===== src/rtl/spi_slave_pkg.sv =====
// ---------------------------------------------------------------------------
// spi_slave_pkg
// Shared definitions for the light8080 SOC SPI responder:
//   - IO register addresses used by the CPU to reach the block
//   - default byte shifted out when the CPU has nothing pending
//   - state encoding of the transfer state machine
//   - helper that packs the status register word
// ---------------------------------------------------------------------------
package spi_slave_pkg;

    // IO space: data register (write = tx, read = rx) and status register
    localparam logic [7:0] SPI_TX_REG    = 8'h90;
    localparam logic [7:0] SPI_RX_REG    = 8'h90;
    localparam logic [7:0] SPI_STAT_REG  = 8'h91;

    // Byte sent when no CPU byte is waiting in the holding register
    localparam logic [7:0] SPI_IDLE_BYTE = 8'hFF;

    typedef enum logic {
        ST_IDLE   = 1'b0,
        ST_ACTIVE = 1'b1
    } spi_state_t;

    // Status register layout: {5'b0, rx_ovr, rx_full, tx_full}
    function automatic logic [7:0] spi_stat_word(input logic rx_ovr,
                                                 input logic rx_full,
                                                 input logic tx_full);
        return {5'b0, rx_ovr, rx_full, tx_full};
    endfunction

endpackage


===== src/rtl/spi_sync.sv =====
// ---------------------------------------------------------------------------
// spi_sync
// Brings one asynchronous SPI pin into the clock domain: two synchronizer
// flops followed by one history flop, with edge detection between the last
// two stages.
//   clock  in   system clock
//   reset  in   synchronous active-high reset (all stages load RST_VAL)
//   din    in   asynchronous pin
//   q      out  synchronized level
//   rise   out  one-cycle pulse, synchronized 0->1
//   fall   out  one-cycle pulse, synchronized 1->0
// ---------------------------------------------------------------------------
module spi_sync #(
    parameter logic RST_VAL = 1'b0
) (
    input  logic clock,
    input  logic reset,
    input  logic din,
    output logic q,
    output logic rise,
    output logic fall
);

    // sh_reg[0], sh_reg[1]: synchronizer; sh_reg[2]: history
    logic [2:0] sh_reg;

    always_ff @(posedge clock) begin
        if (reset) begin
            sh_reg <= {3{RST_VAL}};
        end else begin
            sh_reg <= {sh_reg[1:0], din};
        end
    end

    assign q    = sh_reg[1];
    assign rise =  sh_reg[1] & ~sh_reg[2];
    assign fall = ~sh_reg[1] &  sh_reg[2];

endmodule


===== src/rtl/spi_slave.sv =====
// ---------------------------------------------------------------------------
// spi_slave
// SPI mode 0 (CPOL=0, CPHA=0, MSB first) responder for the light8080 SOC,
// oversampling sck/ss_n/mosi with the system clock.
//   clock, reset      system clock, synchronous active-high reset
//   sck, ss_n, mosi   asynchronous SPI pins from the master
//   miso, miso_oe     slave data and tristate enable (oe = ss_n low, synced)
//   tx_byte, tx_load  CPU write into the tx holding register
//   tx_full           holding register occupied
//   rx_byte, rx_valid last received byte, one-cycle update pulse
//   rx_full, rx_rd    unread-byte flag and its clearing read strobe
//   rx_ovr            sticky overrun flag (tied 0 unless enabled)
// Build option: define SPI_SLAVE_OVR_EN to implement the overrun flag.
// ---------------------------------------------------------------------------
module spi_slave
    import spi_slave_pkg::*;
#(
    parameter logic [7:0] IDLE_BYTE = SPI_IDLE_BYTE
) (
    input  logic       clock,
    input  logic       reset,
    input  logic       sck,
    input  logic       ss_n,
    input  logic       mosi,
    output logic       miso,
    output logic       miso_oe,
    input  logic [7:0] tx_byte,
    input  logic       tx_load,
    output logic       tx_full,
    output logic [7:0] rx_byte,
    output logic       rx_valid,
    output logic       rx_full,
    input  logic       rx_rd,
    output logic       rx_ovr
);

    // Pin order in the synchronizer vectors: {mosi, ss_n, sck}
    localparam logic [2:0] SYNC_RST = 3'b010;

    logic [2:0] pin_vec;
    logic [2:0] sync_q;
    logic [2:0] sync_rise;
    logic [2:0] sync_fall;

    assign pin_vec = {mosi, ss_n, sck};

    generate
        for (genvar gi = 0; gi < 3; gi++) begin : g_sync
            spi_sync #(
                .RST_VAL(SYNC_RST[gi])
            ) u_sync (
                .clock(clock),
                .reset(reset),
                .din  (pin_vec[gi]),
                .q    (sync_q[gi]),
                .rise (sync_rise[gi]),
                .fall (sync_fall[gi])
            );
        end
    endgenerate

    logic sck_rise, sck_fall, ss_rise, ss_fall, ss_q, mosi_q;
    assign sck_rise = sync_rise[0];
    assign sck_fall = sync_fall[0];
    assign ss_q     = sync_q[1];
    assign ss_rise  = sync_rise[1];
    assign ss_fall  = sync_fall[1];
    assign mosi_q   = sync_q[2];

    logic [2:0] unused_edges;
    assign unused_edges = {sync_q[0], sync_rise[2], sync_fall[2]};

    spi_state_t state_reg, state_next;
    logic [2:0] bit_cnt_reg, bit_cnt_next;
    logic [7:0] tx_sh_reg, tx_sh_next;
    logic [7:0] hold_reg, hold_next;
    logic       tx_full_reg, tx_full_next;
    logic [7:0] rx_sh_reg, rx_sh_next;
    logic [7:0] rx_byte_reg, rx_byte_next;
    logic       rx_valid_reg, rx_valid_next;
    logic       rx_full_reg, rx_full_next;
    logic       reload;
    logic       byte_done;

    always_ff @(posedge clock) begin
        if (reset) begin
            state_reg    <= ST_IDLE;
            bit_cnt_reg  <= 3'd0;
            tx_sh_reg    <= IDLE_BYTE;
            hold_reg     <= 8'h00;
            tx_full_reg  <= 1'b0;
            rx_sh_reg    <= 8'h00;
            rx_byte_reg  <= 8'h00;
            rx_valid_reg <= 1'b0;
            rx_full_reg  <= 1'b0;
        end else begin
            state_reg    <= state_next;
            bit_cnt_reg  <= bit_cnt_next;
            tx_sh_reg    <= tx_sh_next;
            hold_reg     <= hold_next;
            tx_full_reg  <= tx_full_next;
            rx_sh_reg    <= rx_sh_next;
            rx_byte_reg  <= rx_byte_next;
            rx_valid_reg <= rx_valid_next;
            rx_full_reg  <= rx_full_next;
        end
    end

    always_comb begin
        state_next    = state_reg;
        bit_cnt_next  = bit_cnt_reg;
        tx_sh_next    = tx_sh_reg;
        rx_sh_next    = rx_sh_reg;
        rx_byte_next  = rx_byte_reg;
        rx_valid_next = 1'b0;
        rx_full_next  = rx_full_reg & ~rx_rd;
        reload        = 1'b0;
        byte_done     = 1'b0;

        case (state_reg)
            ST_IDLE: begin
                if (ss_fall) begin
                    state_next   = ST_ACTIVE;
                    bit_cnt_next = 3'd0;
                    reload       = 1'b1;
                end
            end
            ST_ACTIVE: begin
                if (ss_rise) begin
                    // Abort: partial rx byte dropped, rx_byte untouched
                    state_next   = ST_IDLE;
                    bit_cnt_next = 3'd0;
                end else if (sck_rise) begin
                    rx_sh_next   = {rx_sh_reg[6:0], mosi_q};
                    bit_cnt_next = bit_cnt_reg + 3'd1;   // 7 wraps to 0
                    if (bit_cnt_reg == 3'd7) begin
                        byte_done     = 1'b1;
                        rx_byte_next  = {rx_sh_reg[6:0], mosi_q};
                        rx_valid_next = 1'b1;
                        rx_full_next  = 1'b1;   // new byte beats a same-cycle read
                        reload        = 1'b1;
                    end
                end else if (sck_fall && bit_cnt_reg != 3'd0) begin
                    // No shift at bit_cnt 0 so a freshly loaded MSB survives
                    tx_sh_next = {tx_sh_reg[6:0], 1'b1};
                end
            end
            default: state_next = ST_IDLE;
        endcase

        // Reload always sees the pre-cycle holding state
        if (reload) begin
            tx_sh_next = tx_full_reg ? hold_reg : IDLE_BYTE;
        end
    end

    // Holding register: a full register consumes on reload and ignores loads;
    // an empty one accepts a load even when a reload happens the same cycle.
    assign tx_full_next = tx_full_reg ? ~reload : tx_load;
    assign hold_next    = (!tx_full_reg && tx_load) ? tx_byte : hold_reg;

`ifdef SPI_SLAVE_OVR_EN
    logic rx_ovr_reg, rx_ovr_next;

    always_comb begin
        rx_ovr_next = rx_ovr_reg;
        if (byte_done && rx_full_reg) begin
            rx_ovr_next = 1'b1;             // set beats a same-cycle clear
        end else if (rx_rd) begin
            rx_ovr_next = 1'b0;
        end
    end

    always_ff @(posedge clock) begin
        if (reset) begin
            rx_ovr_reg <= 1'b0;
        end else begin
            rx_ovr_reg <= rx_ovr_next;
        end
    end

    assign rx_ovr = rx_ovr_reg;
`else
    logic unused_byte_done;
    assign unused_byte_done = byte_done;
    assign rx_ovr = 1'b0;
`endif

    assign miso     = tx_sh_reg[7];
    assign miso_oe  = ~ss_q;
    assign tx_full  = tx_full_reg;
    assign rx_byte  = rx_byte_reg;
    assign rx_valid = rx_valid_reg;
    assign rx_full  = rx_full_reg;

endmodule


===== config.mk =====
export PLATFORM = sky130hd
export DESIGN_NAME = spi_slave
export DESIGN_NICKNAME = d
export VERILOG_FILES = /design/src/rtl/spi_slave_pkg.sv /design/src/rtl/spi_sync.sv /design/src/rtl/spi_slave.sv
export SDC_FILE = /design/constraint.sdc
export NUM_CORES = 1
export LEC_CHECK = 0
export ABC_AREA = 1
export BUFFER_PORTS_ARGS = -buffer_cell sky130_fd_sc_hd__buf_2
export CORE_UTILIZATION = 40
export DETAILED_ROUTE_END_ITERATION = 12
export GPL_TIMING_DRIVEN = 0
export PLACE_DENSITY = 0.69
export SYNTH_ARGS = -nofsm -noshare
export SYNTH_HDL_FRONTEND = slang
export SYNTH_SLANG_ARGS = --single-unit

===== constraint.sdc =====
create_clock -name clock -period 1.6 [get_ports clock]
set_input_delay 0.32 -clock clock [delete_from_list [all_inputs] [get_ports clock]]
set_output_delay 0.32 -clock clock [all_outputs]
set_load 0.02 [all_outputs]

==> results.py, run 1 <==
metrics = {
    "run_status": {
        "status": "finished clean",
    },
    "clock_network": {
        "clk_latency_ns": 0.31,
        "cts.sinks": 46,
        "hold_buffers": 0,
        "numCtsBuffers": 5,
        "cts_tree": "done",
        "h-tree-depth": 2,
        "cts_buffer_depth": 2,
        "root_buffer": "clkbuf_8",
        "clkTransAtPathRegs_ns": 0.09,
    },
    "layout": {
        "stdcell_count": 330,
        "postLayoutCellArea_um2": 2171,
        "final_util_pct": 49.86,
        "drive_above_1_share_pct": 23.38,
        "nets": 295,
        "antennaDiodeCount": 0,
        "regArea_um2": 923.4,
        "multi_input_area_um2": 763.2,
        "area_growth_pct": 19.16,
        "final.fill_count": 436,
        "final_common_cell": "nand2_1",
        "layout_common_cells": "nand2_1 (46), dfxtp_1 (44), buf_2 (29)",
    },
    "worst_setup_path": {
        "critPathArrivalTime_ns": 1.67,
        "crit_required_ns": 1.78,
        "rr_worst_depth": 9,
        "r2r_start": "bit_cnt_reg[0]",
        "crit_end": "tx_sh_reg[4]",
        "regToRegSetupSlack_ns": 0.11,
        "cp_max_fo": 8,
        "critical_path_class": "flop to flop",
        "start_kind": "flop",
        "endpoint_kind": "flop",
        "crit_start": "bit_cnt_reg[0]",
        "worst_r2r_endpoint": "tx_sh_reg[4]",
    },
    "pwr": {
        "power_w": 0.002103,
        "vdd_drop_max_mv": 0.7591,
        "power_frac_comb_pct": 8.9,
        "switching_power_w": 0.0005453,
        "swShare_pct": 25.94,
        "cellLeakagePower_nw": 1.071,
        "power.internal_w": 0.001557,
        "sequentialPowerShare_pct": 56.7,
        "powerDensity_nw_per_um2": 968.5,
        "clock_power_share_pct": 34.3,
    },
    "timing": {
        "finClkSkew_ns": 0.004848,
        "fin_crit_sh_pct": 93.29,
        "hold_viol": 0,
        "max_freq_mhz": 670.0,
        "drv_slew": 0,
        "setup_viol": 0,
        "rsz0062_at_grt": "no",
        "post-route-min-period_ns": 1.493,
        "setup_tns_ns": 0,
    },
    "die": {
        "initial_utilization_pct": 41.84,
        "die_w_um": 69.49,
        "rows": 24,
        "floorplan.die_area_um2": 4828,
        "die_h_um": 69.49,
        "core-area_um2": 4354,
        "ios": 29,
    },
    "placed_design": {
        "place_inst": 319,
        "dp_hpwl_mm": 2.597,
        "port_buffers": 27,
        "routabilityCongestion": 0.7379,
        "dpl-instance-area_um2": 2022,
    },
    "synth": {
        "synth.yosys.seq_area_share_pct": 50.55,
        "synth_top_family_by_area": "simple AND/OR/NAND/NOR gates",
        "synth_compound_area_share_pct": 13.12,
        "synthMuxAreaShare_pct": 0,
        "yosys.area_share.adder_pct": 2.060,
        "synth_seq_cells": 46,
        "synth_cell_types": 22,
        "synth_simple_gate_area_share_pct": 25.07,
        "netlist_area_um2": 1822,
        "synth_xor_area_share_pct": 0,
        "syn_inst": 240,
        "syn_area_per_cell_um2": 7.591,
        "synth.net_count": 258,
        "yosys_warnings": 0,
    },
    "global_routing": {
        "grt-ovfl-total": 0,
        "grtUsageTotal_pct": 16.82,
        "grt_max_degree": 16,
        "grt_pass1_vias": 1471,
        "antenna_found_initial": 0,
        "grt_pass1_wl_mm": 6.444,
    },
    "route": {
        "vias_per_cell": 4.661,
        "dr.pass1.iters": 4,
        "first_iter_violations": 93,
        "drtAntennaViolNets": 0,
        "routedWlPerCell_um": 11.16,
        "route.vias.total": 1538,
        "drc": 0,
        "wirelength_mm": 3.682,
    },
    "hold_path": {
        "holdCritPathClass": "input port to flop",
    },
    "flow_run": {
        "maxCapViolCount": 0,
    },
}
how the worst min path moves through the flow:
stage | from | endpoint | slack (ns) | cells past startpoint
final | ss_n | g_sync[1].u_sync.sh_reg[0] | 0.19 | 2
after detailed placement | g_sync[0].u_sync.sh_reg[0] | g_sync[0].u_sync.sh_reg[1] | 0.40 | 2
after global routing | ss_n | g_sync[1].u_sync.sh_reg[0] | 0.20 | 2
after floorplan | g_sync[0].u_sync.sh_reg[0] | g_sync[0].u_sync.sh_reg[1] | 0.39 | 2
after CTS | ss_n | g_sync[1].u_sync.sh_reg[0] | 0.18 | 2
after global placement | g_sync[0].u_sync.sh_reg[0] | g_sync[0].u_sync.sh_reg[1] | 0.39 | 2
cells by family (layout without fill, tap and decap cells):
logic type                 count (synthesis)  in the layout
other                                      1              1
and+or+nand+nor                          103            103
adders and majority gates                  3              3
AOI/OAI and AO/OA                         47             47
buffers and inverters                     40             78
DFF                                       46             46
synth_stat cells (all sizes together):
cell,instances,area (µm²)
dfxtp,46,920.9
a21oi,21,108.9
nand3,21,110.1
buf,6,36.28
nand2,51,206.5
or2,3,18.77
clkbuf,3,11.26
nor3,1,5.000
conb,1,3.750
nor2,27,116.4
ha,3,37.54
inv,31,116.4
o21ai,26,130.1
stage by stage:
| step | hold WS (ns) | setup slack, ns |
|---|---|---|
| 2_1_floorplan | 0.3883 | 0.2334 |
| 3_3_place_gp | 0.3902 | 0.07783 |
| 3_5_place_dp | 0.3982 | 0.01289 |
| 4_1_cts | 0.1812 | 0.006388 |
| 5_1_grt | 0.2022 | 0.002870 |
| 6_report | 0.1872 | 0.1074 |
power by group through the flow:
stage / clock network, W / registers (W) / logic, W
detailed placement: 0 / 0.00122 / 0.000180
floorplan: 0 / 0.00122 / 0.000126
CTS: 0.000744 / 0.00119 / 0.000181
finish: 0.000722 / 0.00119 / 0.000188
global placement: 0 / 0.00122 / 0.000178
global route: 0.000783 / 0.00120 / 0.000217
worst max-delay path: stages (launching register included):
cell and delay (ns):
dfxtp_2 0.35, ha_2 0.17, ha_2 0.19, nand3_2 0.09, inv_2 0.07, nand2_4 0.08
nand3_1 0.15, nand2_4 0.11, nand2_1 0.07, nand3_1 0.08
routing by layer:
| layer | wire [µm] | GRT usage, % | up-vias | part of all wire, % |
|---|---|---|---|---|
| met4 | 82 | 8.844 | 0 | 2.2 |
| met2 | 1681 | 27.29 | 33 | 46 |
| met5 | 0 | 0 | - | 0 |
| met3 | 140 | 3.634 | 8 | 3.8 |
| met1 | 1777 | 20.84 | 665 | 48 |
| li1 | - | - | 832 | - |
layout make-up:
cell class                      count  share of cell area (%)
Tap cell                           52                   2.997
Sequential cell                    46                   42.54
Buffer                              9                   2.536
Timing Repair Buffer               30                   7.262
Clock buffer                        5                   3.170
Clock inverter                      3                  0.9798
Inverter                           31                   5.360
Multi-Input combinational cell    154                   35.16
what timing repair did:
item	CTS	global route
gates resized for setup	1	11
setup buffers	0	3
endpoints found under the setup margin	1	14
pin swaps	0	2
(Power assumes the default switching activity.)
==> inputs of run 2 (changes only) <==
==> constraint.sdc (replaced) <==
create_clock -name clock -period 1.6 [get_ports clock]
set_input_delay 0.08 -clock clock [delete_from_list [all_inputs] [get_ports clock]]
set_output_delay 0.08 -clock clock [all_outputs]
set_load 0.02 [all_outputs]
==> run 2 against run 1 <==
  * Non-clock buffer count is 5 higher
  * Routed wire length is 2.1% higher
  * Worst setup slack hardly changed
  * Critical path type unchanged
  * Cell area is 2.3% higher
  * Register-to-register slack hardly changed
  * Critical path depth stayed put
  * Largest cell class unchanged
  * Sequential power hardly changed
  * Total power is 0.53% higher
==> results.py, run 2 (synthesis results as in run 1) <==
metrics = {
    "run_status": {
        "status": "finished clean",
    },
    "pwr": {
        "powerDensity_nw_per_um2": 951.7,
        "vdd_drop_max_mv": 0.7595,
        "cellLeakagePower_nw": 1.091,
    },
    "layout": {
        "multi_input_area_um2": 763.2,
        "final_common_cell": "nand2_1",
        "antennaDiodeCount": 0,
        "nets": 300,
        "layout_common_cells": "nand2_1 (46), dfxtp_1 (44), buf_2 (29)",
        "drive_above_1_share_pct": 22.97,
        "postLayoutCellArea_um2": 2221,
        "final.fill_count": 435,
        "regArea_um2": 923.4,
        "area_growth_pct": 21.91,
    },
    "clock_network": {
        "cts.sinks": 46,
        "root_buffer": "clkbuf_8",
        "cts_tree": "done",
        "clkTransAtPathRegs_ns": 0.09,
        "cts_buffer_depth": 2,
        "numCtsBuffers": 5,
        "clk_latency_ns": 0.31,
        "h-tree-depth": 2,
    },
    "route": {
        "drc": 0,
        "first_iter_violations": 65,
        "drtAntennaViolNets": 0,
        "wirelength_mm": 3.759,
        "dr.pass1.iters": 4,
        "route.vias.total": 1551,
        "vias_per_cell": 4.630,
        "routedWlPerCell_um": 11.22,
    },
    "timing": {
        "setup_tns_ns": 0,
        "post-route-min-period_ns": 1.493,
        "hold_viol": 0,
        "finClkSkew_ns": 0.005026,
        "drv_slew": 0,
        "max_freq_mhz": 669.9,
        "setup_viol": 0,
        "rsz0062_at_grt": "no",
        "fin_crit_sh_pct": 93.29,
    },
    "worst_setup_path": {
        "crit_required_ns": 1.78,
        "critPathArrivalTime_ns": 1.67,
        "endpoint_kind": "flop",
        "critical_path_class": "flop to flop",
        "start_kind": "flop",
        "cp_max_fo": 8,
    },
    "global_routing": {
        "grt-ovfl-total": 0,
        "antenna_found_initial": 0,
        "grtUsageTotal_pct": 16.85,
        "grt_pass1_vias": 1478,
        "grt_max_degree": 16,
        "grt_pass1_wl_mm": 6.458,
    },
    "placed_design": {
        "routabilityCongestion": 0.7379,
        "dp_hpwl_mm": 2.597,
        "dpl-instance-area_um2": 2022,
        "port_buffers": 27,
    },
    "hold_path": {
        "holdCritPathClass": "input port to flop",
    },
    "die": {
        "core-area_um2": 4354,
        "initial_utilization_pct": 41.84,
        "die_w_um": 69.49,
        "floorplan.die_area_um2": 4828,
        "ios": 29,
        "die_h_um": 69.49,
        "rows": 24,
    },
    "flow_run": {
        "maxCapViolCount": 0,
    },
}
[run 2: cell count changes in the layout (fill, tap and decap cells not counted), sizes merged]
| cell | previous run | this run |
|---|---|---|
| dlygate4sd3 | 0 | 5 |
[run 2: area by class of cell]
| cell class | count | share of cell area (%) |
|---|---|---|
| Buffer | 9 | 2.479 |
| Clock buffer | 5 | 3.099 |
| Clock inverter | 3 | 0.9577 |
| Inverter | 31 | 5.239 |
| Multi-Input combinational cell | 154 | 34.37 |
| Sequential cell | 46 | 41.58 |
| Tap cell | 52 | 2.930 |
| Timing Repair Buffer | 35 | 9.352 |
[run 2: final timing paths]
check	startpoint	endpoint	slack, ns	depth (start not counted)
setup / recovery	bit_cnt_reg[0]	tx_sh_reg[4]	0.11	9
hold / removal	tx_byte[7]	hold_reg[7]	0.03	3
setup reg to reg	bit_cnt_reg[0]	tx_sh_reg[4]	0.11	9
hold reg to reg	g_sync[2].u_sync.sh_reg[0]	g_sync[2].u_sync.sh_reg[1]	0.41	2
[run 2: critical path, cell delays in order (launching register included)]
cell	delay [ns]
dfxtp_2	0.35
ha_2	0.17
ha_2	0.19
nand3_2	0.09
inv_2	0.07
nand2_4	0.08
nand3_1	0.15
nand2_4	0.11
nand2_1	0.07
nand3_1	0.08
[run 2: per-stage QoR]
stage	cells	setup WS, ns	hold slack (ns)	util (%)	total power, W
after floorplan	240	0.2334	0.1838	-	0.001346
after CTS	332	0.006388	0.01950	49.68	0.002127
after global routing	335	0.002870	0.03619	51.01	0.002206
final	335	0.1073	0.02586	51.01	0.002114
after global placement	319	0.07783	0.2673	46.44	0.001396
after detailed placement	319	0.01289	0.2682	46.44	0.001400
[run 2: layer usage]
| layer | part of all wire, % | track usage [%] |
|---|---|---|
| met1 | 49 | 20.94 |
| met2 | 45 | 27.29 |
| met3 | 3.9 | 3.634 |
| met4 | 2.2 | 8.844 |
| met5 | 0 | 0 |
[run 2: power by group]
part / switching [W] / leakage [nW] / internal [W]
clock network: 0.000416 / 0.0441 / 0.000307
registers: 0.0000133 / 0.376 / 0.00118
logic: 0.000119 / 0.671 / 0.0000792
total: 0.000548 / 1.09 / 0.00157
[run 2: repair_timing]
item	CTS	global route
hold buffers	5	0
resized for setup	1	11
endpoints found under the setup margin	1	14
pin swaps	0	2
buffers inserted	0	3
hold endpoints to repair	4	0
